[src/rtl/mem_access_unit.sv]
// Byte-serial load/store executor between the ROB commit port and the 8-bit RAM/IO bus.
// Optional macro MEM_ACCESS_IO_STALL_EN: IO stores wait in WAIT_IO until io_buffer_full clears.
module mem_access_unit #(
   parameter int OPW = 6
) (
   input  logic           clk,
   input  logic           rst,
   input  logic           rdy,
   input  logic           flush,
   input  logic           lsb_enable,
   input  logic [5:0]     lsb_rob_index,
   input  logic [OPW-1:0] lsb_opcode,
   input  logic [31:0]    lsb_ls_addr,
   input  logic [31:0]    lsb_s_val,
   output logic           lsb_ls_enable,
   output logic [5:0]     lsb_rob_index_out,
   output logic [31:0]    lsb_l_data,
   input  logic [7:0]     mem_din,
   output logic [7:0]     mem_dout,
   output logic [31:0]    mem_a,
   output logic           mem_wr,
   input  logic           io_buffer_full,
   output logic           busy
);
   localparam logic [OPW-1:0] LB  = OPW'(1);
   localparam logic [OPW-1:0] LH  = OPW'(2);
   localparam logic [OPW-1:0] LW  = OPW'(3);
   localparam logic [OPW-1:0] LBU = OPW'(4);
   localparam logic [OPW-1:0] LHU = OPW'(5);
   localparam logic [OPW-1:0] SH  = OPW'(7);
   localparam logic [OPW-1:0] SW  = OPW'(8);

   typedef enum logic [1:0] {IDLE, LOAD, STORE, WAIT_IO} state_t;

   state_t         state_q;
   logic [OPW-1:0] op_q;
   logic [5:0]     tag_q;
   logic [31:0]    addr_q, sdat_q, lbuf_q;
   logic [1:0]     cnt_q;
   logic           flushed_q;

   logic [2:0]  n;
   logic        more;
   logic [1:0]  cnt_nx;
   logic [31:0] nxt_a, ld_raw, ld_ext;
   logic [7:0]  nxt_b;
   logic        req_load;

   always_comb begin
      if (op_q == LW || op_q == SW)                    n = 3'd4;
      else if (op_q == LH || op_q == LHU || op_q == SH) n = 3'd2;
      else                                             n = 3'd1;
      cnt_nx = cnt_q + 2'd1;
      more   = ({1'b0, cnt_q} + 3'd1) < n;
      nxt_a  = addr_q + {30'd0, cnt_nx};
      nxt_b  = sdat_q[{cnt_nx, 3'b000} +: 8];
      // the final byte is still on mem_din, so merge it before extending
      ld_raw = lbuf_q;
      ld_raw[{cnt_q, 3'b000} +: 8] = mem_din;
      case (op_q)
         LB:      ld_ext = {{24{ld_raw[7]}}, ld_raw[7:0]};
         LH:      ld_ext = {{16{ld_raw[15]}}, ld_raw[15:0]};
         LBU:     ld_ext = {24'd0, ld_raw[7:0]};
         LHU:     ld_ext = {16'd0, ld_raw[15:0]};
         default: ld_ext = ld_raw;
      endcase
      req_load = (lsb_opcode >= LB) && (lsb_opcode <= LHU);
   end

   assign busy = (state_q != IDLE);

   always_ff @(posedge clk or negedge rst) begin
      if (!rst) begin
         state_q           <= IDLE;
         op_q              <= '0;
         tag_q             <= '0;
         addr_q            <= '0;
         sdat_q            <= '0;
         lbuf_q            <= '0;
         cnt_q             <= '0;
         flushed_q         <= 1'b0;
         lsb_ls_enable     <= 1'b0;
         lsb_rob_index_out <= '0;
         lsb_l_data        <= '0;
         mem_a             <= '0;
         mem_dout          <= '0;
         mem_wr            <= 1'b0;
      end else if (rdy) begin
         lsb_ls_enable <= 1'b0;
         case (state_q)
            IDLE: if (lsb_enable && !flush) begin
               op_q      <= lsb_opcode;
               tag_q     <= lsb_rob_index;
               addr_q    <= lsb_ls_addr;
               sdat_q    <= lsb_s_val;
               lbuf_q    <= '0;
               cnt_q     <= '0;
               flushed_q <= 1'b0;
               if (req_load) begin
                  state_q <= LOAD;
                  mem_a   <= lsb_ls_addr;
                  mem_wr  <= 1'b0;
               end
`ifdef MEM_ACCESS_IO_STALL_EN
               else if (lsb_ls_addr[17:16] == 2'b11) begin
                  state_q <= WAIT_IO;
                  mem_wr  <= 1'b0;
               end
`endif
               else begin
                  state_q  <= STORE;
                  mem_a    <= lsb_ls_addr;
                  mem_dout <= lsb_s_val[7:0];
                  mem_wr   <= 1'b1;
               end
            end
            LOAD: if (flush) begin
               state_q <= IDLE;
               mem_wr  <= 1'b0;
            end else begin
               lbuf_q <= ld_raw;
               cnt_q  <= cnt_nx;
               if (more) mem_a <= nxt_a;
               else begin
                  state_q           <= IDLE;
                  lsb_ls_enable     <= 1'b1;
                  lsb_rob_index_out <= tag_q;
                  lsb_l_data        <= ld_ext;
               end
            end
            STORE: begin
               // a committed store always drains; flush only hides its completion
               cnt_q <= cnt_nx;
               if (flush) flushed_q <= 1'b1;
               if (more) begin
                  mem_a    <= nxt_a;
                  mem_dout <= nxt_b;
                  mem_wr   <= 1'b1;
               end else begin
                  state_q <= IDLE;
                  mem_wr  <= 1'b0;
                  if (!(flushed_q || flush)) begin
                     lsb_ls_enable     <= 1'b1;
                     lsb_rob_index_out <= tag_q;
                     lsb_l_data        <= '0;
                  end
               end
            end
            WAIT_IO: begin
               if (flush) flushed_q <= 1'b1;
               if (!io_buffer_full) begin
                  state_q  <= STORE;
                  cnt_q    <= '0;
                  mem_a    <= addr_q;
                  mem_dout <= sdat_q[7:0];
                  mem_wr   <= 1'b1;
               end
            end
            default: state_q <= IDLE;
         endcase
      end
   end
endmodule

[config.mk]
export PLATFORM = sky130hd
export DESIGN_NAME = mem_access_unit
export DESIGN_NICKNAME = d
export VERILOG_FILES = /design/src/rtl/mem_access_unit.sv
export SDC_FILE = /design/constraint.sdc
export NUM_CORES = 1
export LEC_CHECK = 0
export CORE_ASPECT_RATIO = 1.25
export CORE_UTILIZATION = 32
export CTS_CLUSTER_DIAMETER = 80
export CTS_CLUSTER_SIZE = 16
export DETAILED_ROUTE_END_ITERATION = 16
export SYNTH_ARGS = -nofsm -noshare
export SYNTH_HDL_FRONTEND = slang
export SYNTH_SLANG_ARGS = --single-unit
[constraint.sdc]
create_clock -name clk -period 3.2 [get_ports clk]
set_input_delay 0.96 -clock clk [delete_from_list [all_inputs] [get_ports clk]]
set_output_delay 0.96 -clock clk [all_outputs]
set_load 0.02 [all_outputs]
## Word level (Yosys, flattened, before mapping)

Index checks and enable logic that the tools add are counted.

| operators by class | value |
|---|---|
| mux-type cells | 51 |
| $lt $le $gt $ge | 3 |
| add/sub/neg operators | 4 |
| equal/unequal tests | 20 |
| reductions and logical operators | 22 |
| shift operators | 3 |

Operator list:

| kind | count |
|---|---|
| 32-bit 2-to-1 mux | 10 |
| 32-bit case mux with 4 select lines | 2 |
| 32-bit case mux with 2 select lines | 2 |
| 32-bit by 2-bit adder with 32-bit output | 1 |
| 32-bit bitwise mux | 1 |
| 8-bit 2-to-1 mux | 4 |
| 8-bit by 7-bit variable shift with 32-bit output (first input constant) | 1 |
| 32-bit by 6-bit variable part select with 8-bit output | 1 |
| 8-bit by 7-bit variable part select with 32-bit output | 1 |
| 6-bit 2-to-1 mux | 4 |
| 8-bit case mux with 3 select lines | 1 |
| 6-bit by 3-bit == test with 1-bit output (second input constant) | 3 |
| 2-bit 2-to-1 mux | 9 |
| 2-bit inequality test (second input constant) | 9 |
| 2-bit case mux with 4 select lines | 2 |
| 4-bit AND reduction | 4 |
| 6-bit by 2-bit == test with 1-bit output (second input constant) | 2 |
| 6-bit case mux with 2 select lines | 1 |
| 6-bit AND reduction | 2 |
| 1-bit 2-to-1 mux | 11 |
| 2-bit nonzero test | 4 |
| 5-bit negation with 7-bit output | 1 |
| 6-bit by 1-bit == test with 1-bit output (second input constant) | 1 |
| 6-bit by 4-bit == test with 1-bit output (second input constant) | 1 |
| 18 further kinds | 25 |

| storage, ports and cells | value |
|---|---|
| register bits after elaboration | 193 |
| input bits | 90 |
| word-level logic and storage cells | 117 |
| output and inout bits | 81 |

## Depth between registers and ports, before layout

Gate-level depths: netlist of the first run.

| depth | value |
|---|---|
| word-level depth | 9 |
| depth in mapped cells | 10 |
| depth with buffers taken out | 8 |

## Worst setup path before layout of the first run

No wires, ideal clock.

| path | value |
|---|---|
| path kind | reg-to-reg |
| from | register cnt_q[0] |
| to | register lsb_rob_index_out[0] |
| library setup time | 125 ps |
| period minus slack after synthesis | 2766 ps |
| data required time | 3075 ps |
| stages on the path, launching flop included | 9 |
| data arrival time | 2642 ps |
| setup slack | 434 ps |
| path buffers | 1 |
| cells stage by stage | dfrtp_1 -> inv_1 -> ha_1 -> ha_1 -> nor4bb_1 -> o211a_1 -> o311ai_2 -> buf_2 -> mux2_2 |

| between the ends | value |
|---|---|
| word-level cells in the longest chain between the ends | 4 |
| elaborated cells on any way between the ends | 5 |
| classes of those cells | add/sub (1); order compare (1); eq/ne (2); reduce/logical (1) |

RTL lines:

| what | RTL line | RTL |
|---|---|---|
| from (decl) | 39 | `logic [1:0] cnt_q;` |
| from (signal assigned) | 122 | `cnt_q <= cnt_nx;` |
| from (signal assigned) | 133 | `cnt_q <= cnt_nx;` |
| 2-bit by 1-bit adder with 3-bit output (*) | 54 | `more = ({1'b0, cnt_q} + 3'd1) < n;` |
| 3-bit less-than comparator (*) | 54 |  |
| 2-bit inequality test (no source line) | n/a |  |
| 6-bit AND reduction (no source line) (*) | n/a |  |
| to (signal assigned) | 127 | `lsb_rob_index_out <= tag_q;` |
| to (signal assigned) | 144 | `lsb_rob_index_out <= tag_q;` |
| to (decl) | 16 | `output logic [5:0] lsb_rob_index_out,` |

Mark *: on every way between the ends. The rest lies on a longest branch, timed or not.
A chain may end at the register's enable or synchronous reset.

## Worst setup path after layout of the first run

| path | value |
|---|---|
| from | register state_q[1] |
| to | output port busy |

| between the ends | value |
|---|---|
| word-level cells in the longest chain between the ends | 1 |

RTL lines:

| what | RTL line | RTL |
|---|---|---|
| from (decl) | 35 | `state_t state_q;` |
| from (signal assigned) | 74 | `state_q <= IDLE;` |
| from (signal assigned) | 100 | `state_q <= LOAD;` |
| from (signal assigned) | 111 | `state_q <= STORE;` |
| 2-bit nonzero test | 70 | `assign busy = (state_q != IDLE);` |
| to (decl) | 23 | `output logic busy` |

Every way passes these cells.

==> results.md, run 1 <==
* Run status: finished, final reports clean
* Synth warn at 0
* Comb pwr share at 49.2%
* Crit path max fanout at 5
* Post-synthesis register bit count at 193
* HP Start: lsb_l_data[3]
* FFs w/ async S/R, synth at 100.0%
* Reg-to-Reg End: mem_a[19]
* Via/cell ratio at 5.298
* First-pass GRT wire length at 45.02 mm
* Worst Clk Skew at 0.01422 ns
* Slew margin rel. at 44.22%
* Unique masters post-synth at 79
* Via count at 8096
* Sequential-to-total area share from yosys stat at 48.11%
* Starting Density at 32.49%
* Total Nets Final at 1214
* WL per Instance at 18.76 µm
* DRC at 0
* Most frequent cell after synthesis: dfrtp_1
* Mapped Cells at 947
* Power Total at 12.12 mW
* # setup viols final at 0
* Yosys top cell by area: dfrtp_1
* Synthesized cell area at 0.01004 mm²
* # port buffers at 170
* DRT Pass-1 Iters at 7
* Die width at 160.4 µm
* Core box area at 0.03090 mm²
* Die area at 0.03209 mm²
* Fin. Hold Viols at 0
* TritonCTS clock tree: yes
* Switch Pwr at 5.006 mW
* Area contributors post-synth: dfrtp_1 (48%), mux2_2 (11%), o21ai_0 (3.4%)
* Layout fillers at 3049
* DRT iter0 DRCs at 659
* Initial antenna violation count at 1
* Synth Area per Inst at 10.60 µm²
* Internal power at 7.116 mW
* R2R Setup Slk at 0.21 ns
* TritonCTS buffer count at 17
* Final min period at 2.997 ns
* Worst-Margin Slew at 0.8298 ns
* Reg2Reg Launch Point: op_q[5]
* Syn Nets at 1053
* Largest net degree at the start of global routing at 85
* GRT Resource Usage Total at 18.21%
* Worst setup path class: reg2out
* Worst Hold Class: reg2reg
* Hold Slack at 0.4800 ns
* Final core occ at 41.73%
* P_leak at 5.260 nW
* Multi-input gate area at 0.004868 mm²
* Reg2Reg Depth at 9
* Remaining global-route overflow at 0
* RSZ-0062 raised after global routing: false
* Flip-flop and latch area at 0.004830 mm²
* Hold Path Stages at 2
* GP Congestion at 0.8060
* CTS max path bufs at 2
* Clock power share at 17.0%
* Layout overhead on the synthesized area at 28.43%
* Pwr dens at 940.2 mW/mm²
* # clock sinks at 193
* Final Max Slew Viols at 0
* TNS Setup at 0 ns
* Maxcap violations at 0
* Skew-Pair Late Insertion Delay at 0.45 ns
* Number of I/O pins at 171
* H-Tree Depth at 4
* Die Y-Extent at 200.0 µm
* Post-synth top cells: dfrtp_1 (193), mux2_2 (94), nand2_1 (72), o21ai_0 (69), clkbuf_1 (52)
* Vias in the first global route at 8063
* CP Launch Type: flip-flop
* Root Buffer: clkbuf_16
* # hold bufs at CTS at 0
* Clock slew at reported path FFs at 0.07 ns
* CP Capture Type: output port
* CP arrival at 2.04 ns
* Cell Rows at 72
* Final HPWL DP at 20.49 mm
* Worst ir drop on vdd at 0.4459 mV
* WP data required at 2.24 ns
* Reg power frac at 33.8%
* Fraction of layout cells with a size suffix above 1 at 17.50%
* Max Freq at 333.7 MHz
* Top_reg_cell synth: dfrtp_1
* Switching share of power at 41.30%
* Final ANT Viol Nets at 0
* Tcrit/Tclk final at 93.66%
* EDFF count, synth at 0
* Total wire length at 28.67 mm
* Post-synth top area share at 48.11%
* Hold path endpoint: lsb_l_data[3]
==> how the worst max path moves through the flow <==
stage                     slack (ns)  cells past startpoint                    to  startpoint
after global placement          0.11                      5        lsb_l_data[16]  mem_din[7]
after detailed placement        0.05                      7           mem_dout[6]       flush
after global routing            0.04                      8           mem_dout[4]     op_q[5]
final                           0.20                      4                  busy  state_q[1]
after floorplan                 0.43                      8  lsb_rob_index_out[0]    cnt_q[0]
after CTS                       0.09                      8        lsb_l_data[19]    cnt_q[1]
==> critical path, stage by stage, from the launching register on <==
cell and delay, ns:
dfrtp_1 0.44, inv_1 0.15, ha_2 0.24, inv_1 0.13, clkdlybuf4s50_1 0.63
==> kinds of logic after synthesis <==
kind of cell    synth area share, %
xor+xnor                     0.9596
simple gates                  13.93
compound gates                18.38
mux                           12.94
buf+inv                       3.614
fa+ha+maj                     2.069
flops                         48.11
==> stage by stage <==
stage	cell area (µm²)	cells	setup slack (ns)
floorplan	10040	947	0.4338
global placement	12340	1496	0.1135
detailed placement	12340	1496	0.04833
CTS	12890	1527	0.08914
global route	12890	1528	0.03629
finish	12890	1528	0.2030
==> power by group through the flow <==
stage          Combinational (mW)  Clock [mW]  Sequential [mW]
6_report                     5.96        2.06             4.10
5_1_grt                      6.47        2.20             4.24
4_1_cts                      6.01        2.12             4.10
3_5_place_dp                 5.99           0             4.13
3_3_place_gp                 5.93           0             4.11
2_1_floorplan                3.44           0             4.36
==> cell type report <==
cell class | instances | share of cell area (%)
clock buffer | 20 | 3.542
tap | 407 | 3.950
inverter | 22 | 0.6405
timing repair buffer | 211 | 15.90
clock inverter | 11 | 0.7278
sequential | 193 | 37.46
antenna | 1 | 0.01941
multi-input combinational | 663 | 37.76
==> flip-flops by register name, indices dropped and copies added, names as in the netlist, 2 cells and up <==
register           count
tag_q                  6
sdat_q                32
op_q                   6
state_q                2
cnt_q                  2
lbuf_q                32
addr_q                32
lsb_l_data            32
mem_dout               8
lsb_rob_index_out      6
mem_a                 32
==> placed cells by master, fill, tap and decap left out, drive strengths merged, types with 7 or more instances in the layout <==
cell / n
mux4: 8
a31oi: 12
a21o: 13
nor2: 25
nand4: 9
o21ai: 70
clkbuf: 21
a21oi: 37
a221oi: 10
mux2: 96
o211ai: 7
o31a: 7
buf: 41
inv: 28
nor2b: 37
a22oi: 33
nor3: 10
dfrtp: 193
nand2: 72
o31ai: 37
a211oi: 9
clkdlybuf4s50: 169
ha: 15
nor4: 13
nand3: 51
==> repair_timing <==
action	4_1_cts	5_1_grt
resized for setup	0	1
endpoints found under the setup margin	0	16
buffers inserted	0	0
==> routing by layer <==
layer / up-vias / GRT usage, % / wire (µm)
li1: 3851 / - / -
met1: 4024 / 22.15 / 12210
met2: 190 / 32.50 / 14810
met3: 31 / 3.099 / 1045
met4: 0 / 6.279 / 598
met5: - / 0 / 0
Note: power is estimated with default switching activity, not from simulation.
==> inputs of run 2 (changes only) <==
GPL_ROUTABILITY_DRIVEN = 0   (was not set)
==> results of run 2 <==
No change in the layout: final DEF, timing and power equal those of run 1.
==> inputs of run 3 (changes only) <==
CTS_BUF_LIST = sky130_fd_sc_hd__clkbuf_2   (was not set)
==> run 3 against run 2 <==
Effect of this change:
- sequential power hardly changed
- via count is 0.32% lower
- cell area is 2.5% lower
- register-to-register slack hardly changed
- clock skew is 0.039 ns higher
- hold slack worse by 0.35 ns
- non-clock buffer count is 3 higher
- first-iteration DRC count is 17% lower
==> results.md, run 3 (synthesized netlist as in run 1, its figures left out) <==
* Run status: finished, final reports clean
* Crit path buffers/inverters at 3 (unchanged)
* Critical Path Max Stage Delay at 0.47 ns (-0.16 ns)
* Cell Rows at 72 (unchanged)
* Via count at 8070 (-0.32%)
* Critical path's most frequent cell: inv_1
* Remaining global-route overflow at 0 (unchanged)
* Largest net degree at the start of global routing at 85 (unchanged)
* Slowest cell on crit path: dfrtp_1
* Vias in the first global route at 8030 (-0.41%)
* TritonCTS clock tree: yes
* P_leak at 5.122 nW (-2.6%)
* DRC at 0 (unchanged)
* Fraction of layout cells with a size suffix above 1 at 17.72% (+0.22 points)
* Skew-Pair Late Insertion Delay at 0.81 ns (+0.36 ns)
* # setup viols final at 0 (unchanged)
* Number of I/O pins at 171 (unchanged)
* Critical path, cell by cell: inv_1, ha_4, inv_1, dlygate4sd2_1
* Final core occ at 40.67% (-1.1 points)
* Worst-Margin Slew at 0.8409 ns (+0.01111 ns)
* GRT Resource Usage Total at 18.20% (about the same)
* TritonCTS buffer count at 17 (unchanged)
* First-pass GRT wire length at 45.08 mm (+0.14%)
* CP Launch Type: flip-flop
* Commonest non-fill, non-tap cell in the layout: dfrtp_1
* Most frequent cells in the layout: dfrtp_1 (193), clkdlybuf4s50_1 (168), mux2_2 (94)
* Clock slew at reported path FFs at 0.30 ns (+0.23 ns)
* Hold Slack at 0.1267 ns (-0.3533 ns)
* Max Freq at 327.9 MHz (-1.7%)
* # clock sinks at 193 (unchanged)
* Via/cell ratio at 5.268 (-0.58%)
* Die Y-Extent at 200.0 µm (unchanged)
* Final HPWL DP at 20.49 mm (unchanged)
* WP data required at 2.24 ns (about the same)
* H-Tree Depth at 4 (unchanged)
* Starting Density at 32.49% (unchanged)
* Initial antenna violation count at 2 (+1)
* WL per Instance at 18.66 µm (-0.57%)
* Fin. Hold Viols at 0 (unchanged)
* Final min period at 3.050 ns (+0.05285 ns)
* Worst setup path class: reg2out
* DRT iter0 DRCs at 547 (-17%)
* TNS Setup at 0 ns (unchanged)
* # port buffers at 170 (unchanged)
* CP Capture Type: output port
* DRT Pass-1 Iters at 5 (-2)
* Die area at 0.03209 mm² (unchanged)
* RSZ-0062 raised after global routing: false
* Total wire length at 28.58 mm (-0.31%)
* CP arrival at 2.09 ns (+0.05 ns)
* Tcrit/Tclk final at 95.31% (+1.7 points)
* Worst ir drop on vdd at 0.4457 mV (about the same)
* Crit path max fanout at 5 (unchanged)
* Layout fillers at 3088 (+1.3%)
* Crit path max-delay family: buffers and inverters
* Maxcap violations at 0 (unchanged)
* Final ANT Viol Nets at 0 (unchanged)
* Total Nets Final at 1217 (+0.25%)
* Worst Hold Class: in2async
* Pwr dens at 891.5 mW/mm² (-5.2%)
* Layout overhead on the synthesized area at 25.19%
* Power Total at 11.21 mW (-7.6%)
* Core box area at 0.03090 mm² (unchanged)
* Root Buffer: clkbuf_2
* Worst Clk Skew at 0.05299 ns (+0.03877 ns)
* CTS max path bufs at 2 (unchanged)
* Final Max Slew Viols at 0 (unchanged)
* Die width at 160.4 µm (unchanged)
* Slew margin rel. at 43.47% (-0.75 points)
-- run 3: cell count changes in the layout (fill, tap and decap cells not counted), moves of 2 or more --
cell       before  now
clkbuf_2        0   18
clkbuf_16      17    0
buf_4          38   41
clkbuf_8        3    1
clkinv_1        2    4
-- run 3: cell type report --
| type | instances | area, µm² | area share, % |
|---|---|---|---|
| Multi-Input combinational cell | 663 | 4878 | 38.82 |
| Sequential cell | 193 | 4830 | 38.43 |
| Timing Repair Buffer | 214 | 2072 | 16.49 |
| Tap cell | 407 | 509.2 | 4.052 |
| Clock inverter | 13 | 101.3 | 0.8064 |
| Clock buffer | 18 | 90.09 | 0.7168 |
| Inverter | 22 | 82.58 | 0.6570 |
| Antenna cell | 2 | 5.005 | 0.03982 |
-- run 3: repair_timing --
action	4_1_cts	5_1_grt
pin swaps	0	2
hold buffers	0	0
gates cloned	0	0
endpoints found under the setup margin	1	20
resized for setup	1	3
setup buffers	2	1
-- run 3: per-layer routing --
| metal | part of all wire (%) | up-vias | GRT usage (%) |
|---|---|---|---|
| li1 | - | 3863 | - |
| met1 | 42 | 3980 | 22.38 |
| met2 | 52 | 195 | 32.28 |
| met3 | 3.9 | 32 | 3.099 |
| met4 | 2.0 | 0 | 6.032 |
| met5 | 0 | - | 0 |
-- run 3: power breakdown --
group	switching, mW	internal, mW
Clock	0.903	0.223
Combinational	3.26	2.74
Sequential	0.742	3.33
Total	4.91	6.30
-- run 3: path summary, 6_finish.rpt --
kind / endpoint / cells past startpoint / slack [ns] / from
setup / recovery: busy / 4 / 0.15 / state_q[1]
hold / removal: lsb_l_data[2] / 1 / 0.13 / rst
setup reg to reg: mem_dout[4] / 8 / 0.21 / op_q[5]
hold reg to reg: lsb_l_data[20] / 2 / 0.51 / lsb_l_data[20]
max in group asynchronous: mem_a[8] / 2 / 2.24 / rst
min in group clk: lsb_l_data[20] / 2 / 0.51 / lsb_l_data[20]
-- run 3: through the flow --
stage | setup WS (ns) | instance area, µm² | instances
after floorplan | 0.4338 | 10040 | 947
after global placement | 0.1135 | 12340 | 1496
after detailed placement | 0.04833 | 12340 | 1496
after CTS | 0.03404 | 12540 | 1529
after global routing | 0.02312 | 12570 | 1532
final | 0.1502 | 12570 | 1532
